## config.mk

```make
export PLATFORM = sky130hd
export DESIGN_NAME = mlp_layer_sequencer
export DESIGN_NICKNAME = d
export VERILOG_FILES = /design/src/rtl/mlp_layer_sequencer.sv
export SDC_FILE = /design/constraint.sdc
export NUM_CORES = 1
export LEC_CHECK = 0
export ABC_AREA = 1
export ABC_CLOCK_PERIOD_IN_PS = 1600
export BUFFER_PORTS_ARGS = -buffer_cell sky130_fd_sc_hd__buf_2
export CAP_MARGIN = 40
export CORE_AREA = 8 8 81 83
export DETAILED_ROUTE_END_ITERATION = 8
export DIE_AREA = 0 0 89 91
export HOLD_SLACK_MARGIN = 0.03
export PLACE_DENSITY = 0.73
export REMOVE_ABC_BUFFERS = 1
export SLEW_MARGIN = 20
export SYNTH_ARGS = -nofsm -noshare
export SYNTH_HDL_FRONTEND = slang
export SYNTH_SLANG_ARGS = --single-unit
```

## constraint.sdc

```tcl
create_clock -name clk -period 1.6 [get_ports clk]
set_input_delay 0 -clock clk [delete_from_list [all_inputs] [get_ports clk]]
set_output_delay 0 -clock clk [all_outputs]
set_load 0.005 [all_outputs]
```

## src/rtl/mlp_layer_sequencer.sv

```systemverilog
// mlp_layer_sequencer: control-stage generator for one fully-connected MLP
// layer. Walks every (output neuron j, input neuron i) pair in row-major
// order and drives registered addresses and strobes into the stage-1/stage-2
// pipeline register. Every output is a flop, so there is no combinational
// path from start to any output.
module mlp_layer_sequencer #(
  parameter int unsigned NUM_IN      = 784,
  parameter int unsigned NUM_OUT     = 16,
  parameter logic [11:0] IN_BASE     = 12'd0,
  parameter logic [11:0] OUT_BASE    = 12'd1024,
  parameter logic [15:0] WEIGHT_BASE = 16'd0
) (
  input  logic        clk,
  input  logic        reset,
  input  logic        start,
  output logic        busy,
  output logic        done_1,
  output logic [11:0] neuron_addr_1,
  output logic [15:0] weight_addr_1,
  output logic        reset_mult_acc_1,
  output logic [11:0] out_neuron_addr_1,
  output logic        write_neuron_1
);

  localparam int unsigned IW = (NUM_IN  > 1) ? $clog2(NUM_IN)  : 1;
  localparam int unsigned JW = (NUM_OUT > 1) ? $clog2(NUM_OUT) : 1;
  localparam logic [IW-1:0] I_LAST = IW'(NUM_IN - 1);
  localparam logic [JW-1:0] J_LAST = JW'(NUM_OUT - 1);

  typedef enum logic [1:0] {
    S_IDLE  = 2'd0,
    S_MAC   = 2'd1,
    S_WRITE = 2'd2,
    S_DONE  = 2'd3
  } state_t;

  state_t      state_q, state_d;
  logic [IW-1:0] i_q, i_d;
  logic [JW-1:0] j_q, j_d;
  logic [15:0] wcnt_q, wcnt_d;
  logic        busy_q, busy_d;
  logic        done_q, done_d;
  logic [11:0] naddr_q, naddr_d;
  logic [15:0] waddr_q, waddr_d;
  logic        rma_q, rma_d;
  logic [11:0] oaddr_q, oaddr_d;
  logic        wr_q, wr_d;

  // Compute the state and output values for the cycle after the next edge;
  // the counters always describe the pair currently shown on the outputs.
  always_comb begin
    state_d = state_q;
    i_d     = i_q;
    j_d     = j_q;
    wcnt_d  = wcnt_q;
    busy_d  = busy_q;
    done_d  = done_q;
    naddr_d = naddr_q;
    waddr_d = waddr_q;
    rma_d   = 1'b0;
    oaddr_d = oaddr_q;
    wr_d    = 1'b0;
    case (state_q)
      S_IDLE, S_DONE: begin
        if (start) begin
          state_d = S_MAC;
          i_d     = '0;
          j_d     = '0;
          wcnt_d  = WEIGHT_BASE;
          busy_d  = 1'b1;
          done_d  = 1'b0;
          naddr_d = IN_BASE;
          waddr_d = WEIGHT_BASE;
          rma_d   = 1'b1;
        end
      end
      S_MAC: begin
        if (i_q == I_LAST) begin
          state_d = S_WRITE;
          wr_d    = 1'b1;
          oaddr_d = OUT_BASE + 12'(j_q);
        end else begin
          i_d     = i_q + IW'(1);
          wcnt_d  = wcnt_q + 16'd1;
          naddr_d = IN_BASE + 12'(i_q) + 12'd1;
          waddr_d = wcnt_q + 16'd1;
        end
      end
      S_WRITE: begin
        if (j_q == J_LAST) begin
          state_d = S_DONE;
          busy_d  = 1'b0;
          done_d  = 1'b1;
        end else begin
          state_d = S_MAC;
          j_d     = j_q + JW'(1);
          i_d     = '0;
          wcnt_d  = wcnt_q + 16'd1;
          naddr_d = IN_BASE;
          waddr_d = wcnt_q + 16'd1;
          rma_d   = 1'b1;
        end
      end
      default: begin
        state_d = S_IDLE;
      end
    endcase
  end

  // State, counters and output registers; reset abandons any layer in flight.
  always_ff @(posedge clk) begin
    if (reset) begin
      state_q <= S_IDLE;
      i_q     <= '0;
      j_q     <= '0;
      wcnt_q  <= WEIGHT_BASE;
      busy_q  <= 1'b0;
      done_q  <= 1'b0;
      naddr_q <= '0;
      waddr_q <= '0;
      rma_q   <= 1'b0;
      oaddr_q <= '0;
      wr_q    <= 1'b0;
    end else begin
      state_q <= state_d;
      i_q     <= i_d;
      j_q     <= j_d;
      wcnt_q  <= wcnt_d;
      busy_q  <= busy_d;
      done_q  <= done_d;
      naddr_q <= naddr_d;
      waddr_q <= waddr_d;
      rma_q   <= rma_d;
      oaddr_q <= oaddr_d;
      wr_q    <= wr_d;
    end
  end

  assign busy              = busy_q;
  assign done_1            = done_q;
  assign neuron_addr_1     = naddr_q;
  assign weight_addr_1     = waddr_q;
  assign reset_mult_acc_1  = rma_q;
  assign out_neuron_addr_1 = oaddr_q;
  assign write_neuron_1    = wr_q;

endmodule

```

==> results.json <==
{
  "antenna_left": 0,
  "clkSlewWorstSetupHoldPaths_ps": 80,
  "synth_area_um2": 2520,
  "synth.area.top_cells": "dfxtp_1, nand2_1, nor2_1, nand3_1, inv_1",
  "drtPass1Iterations": 4,
  "grt_overflow_total": 0,
  "cp-end-kind": "flip-flop",
  "grt_first_pass_wirelength_mm": 11.0,
  "place_hpwl_mm": 4.40,
  "multi_input_area_um2": 1370,
  "setup-tns-final_ps": 0,
  "whs_ps": 130,
  "leakage_nw": 1.34,
  "wirelength_mm": 6.35,
  "instances_no_fill": 504,
  "syn_avg_cell_area_um2": 6.69,
  "area_growth_pct": 19.3,
  "clock-sinks": 42,
  "slew_viol_final": 0,
  "synth_cell_types": 35,
  "critical_path_class": "reg2reg",
  "cts_root_buf": "clkbuf_8",
  "path_cells": "ha_1 -> nand3_2 -> nor2_4 -> nor2_8 -> nand2_8 -> buf_4 -> nand2_1 -> a21oi_2",
  "fin_skew_ps": 4.05,
  "synthCells": 377,
  "portBuffers": 38,
  "period_minus_slack_ps": 1520,
  "numCtsBuffers": 5,
  "crit_fanout": 4,
  "maxCapViolCount": 0,
  "powerDensity_nw_per_um2": 1030,
  "htree_levels": 2,
  "vdd_drop_max_uv": 605,
  "power_mw": 3.10,
  "grt_max_degree": 26,
  "setup_slack_ps": 77.2,
  "rows": 27,
  "cpMaxStageDelayCell": "dfxtp_1",
  "synth-seq-cells": 42,
  "setup_viol": 0,
  "dp_cells": 490,
  "regArea_um2": 841,
  "fmax_mhz": 657,
  "antenna_found_initial": 0,
  "via_per_inst": 5.02,
  "start_util": 0.473,
  "synth_seq_area_share": 0.333,
  "crit_arrival_ps": 1750,
  "cts_tree": "built",
  "synth_warnings": 0,
  "ios": 47,
  "hold_violations": 0,
  "gp_congestion": 0.900,
  "synth_largest_area_cell": "dfxtp_1",
  "grt_pass1_vias": 2477,
  "diodes": 0,
  "drtIter0Drc": 125,
  "outcome": "finished clean",
  "grt.total_usage": 0.164,
  "pre_cts_ws_ps": -4.16,
  "clk_path_buf_depth": 2,
  "die_area_um2": 8100,
  "drc": 0,
  "die_h_um": 91,
  "min-delay-path-class": "in2reg",
  "route.vias.total": 2528,
  "coreArea_um2": 5340,
  "finalCritPeriodShare": 0.952,
  "wl_per_cell_um": 12.6,
  "fin_nets": 441,
  "cp-start-kind": "flip-flop",
  "cp.required_ps": 1830,
  "drive_gt1_frac": 0.213,
  "n_fill_cell": 540,
  "slowest_delay_ps": 400,
  "synth_top_area_frac": 0.333,
  "clk_latency_ps": 290,
  "die_w_um": 89
}
[timing repair]
item,in CTS,in global routing
endpoints found under the setup margin,1,31
pin swaps,0,2
buffers inserted,0,5
hold endpoints to repair,1,0
resized for setup,1,11
cloned,0,1
hold buffers,1,0
[Yosys cell counts]
| library cell | count |
|---|---|
| a211oi_1 | 5 |
| a21oi_1 | 24 |
| a21oi_2 | 6 |
| buf_12 | 1 |
| buf_2 | 2 |
| buf_4 | 10 |
| buf_6 | 4 |
| clkbuf_1 | 3 |
| clkbuf_8 | 1 |
| clkinv_1 | 1 |
| clkinv_4 | 1 |
| conb_1 | 1 |
| dfxtp_1 | 42 |
| ha_1 | 6 |
| inv_1 | 45 |
| inv_6 | 1 |
| nand2_1 | 108 |
| nand2_2 | 1 |
| nand2_8 | 1 |
| nand3_1 | 34 |
| nand3_2 | 2 |
| nand3_4 | 1 |
| nand3b_1 | 2 |
| nand4_1 | 6 |
| nor2_1 | 48 |
| nor2_4 | 3 |
| nor2_8 | 1 |
| nor3_1 | 1 |
| nor3b_1 | 1 |
| o211ai_1 | 1 |
| o21a_1 | 1 |
| o21ai_0 | 6 |
| o21ai_1 | 4 |
| or2_2 | 1 |
| xor2_1 | 2 |
[cell type report]
type	instances	share of cell area
clock buffer	6	0.0274
tap	72	0.0299
clock inverter	1	0.00998
inverter	48	0.0657
sequential	42	0.279
multi-input combinational	274	0.457
timing repair buffer	61	0.131
[stage by stage]
stage | util | cell area (um2)
5_1_grt | 0.564 | 3010
3_5_place_dp | 0.521 | 2780
2_1_floorplan | - | 2370
6_report | 0.564 | 3010
4_1_cts | 0.545 | 2910
3_3_place_gp | 0.521 | 2780
[where the power goes]
group / internal (mW) / total (mW) / switching (mW)
Sequential: 1.13 / 1.20 / 0.0692
Combinational: 0.413 / 1.04 / 0.622
Clock: 0.500 / 0.860 / 0.360
Total: 2.04 / 3.10 / 1.05
[worst max-delay path, delay by kind of cell (launching register included)]
family | cells | cell delay [ps]
DFF | 1 | 400
and+or+nand+nor | 5 | 550
buffers and inverters | 1 | 140
adders and majority gates | 1 | 220
AOI/OAI and AO/OA | 1 | 140
[final timing paths]
kind	startpoint	to	slack [ps]	cells past startpoint
worst min register to register	busy	busy	450	2
worst max register to register	j_q[1]	weight_addr_1[4]	80	8
worst min-delay path	reset	weight_addr_1[3]	130	3
worst max-delay path	j_q[1]	weight_addr_1[4]	80	8
[routing by layer]
| metal | GRT usage | up-vias | share of wire |
|---|---|---|---|
| met5 | 0 | - | 0 |
| met1 | 0.200 | 1154 | 0.43 |
| met3 | 0.0396 | 11 | 0.077 |
| met2 | 0.270 | 81 | 0.48 |
| met4 | 0.0541 | 0 | 0.012 |
| li1 | - | 1282 | - |
[cells in the final DEF (no fill, tap or decap), types with 2 or more instances in the layout]
| master | n |
|---|---|
| nand2_1 | 107 |
| nor2_1 | 47 |
| inv_1 | 43 |
| dfxtp_1 | 42 |
| buf_2 | 38 |
| nand3_1 | 34 |
| a21oi_1 | 24 |
| buf_4 | 19 |
| conb_1 | 8 |
| nand4_1 | 6 |
| o21ai_0 | 6 |
| a21oi_2 | 6 |
| clkbuf_8 | 6 |
| a211oi_1 | 5 |
| o21ai_1 | 4 |
| ha_1 | 4 |
| nor2_4 | 3 |
| nand3_2 | 2 |
| inv_2 | 2 |
| nand3b_1 | 2 |
| xor2_1 | 2 |
| nand2_2 | 2 |
| buf_12 | 2 |
[logic make-up (layout without fill, tap and decap cells)]
logic type      after synthesis  after routing  share of synthesized area
compound gates               47             47                      0.109
xor+xnor                      2              2                    0.00695
fa+ha+maj                     6              6                     0.0298
buf+inv                      69            116                      0.145
flops                        42             42                      0.333
other cells                   1              8                    0.00149
simple gates                210            211                      0.375
[registers in the layout, summed over array words and instances (netlist names), 2 cells and up]
| register | flops |
|---|---|
| i_q | 9 |
| state_q | 2 |
| weight_addr_1 | 16 |
| out_neuron_addr_1 | 5 |
| j_q | 4 |
| neuron_addr_1 | 2 |
Power figures use the tool's default switching activity.
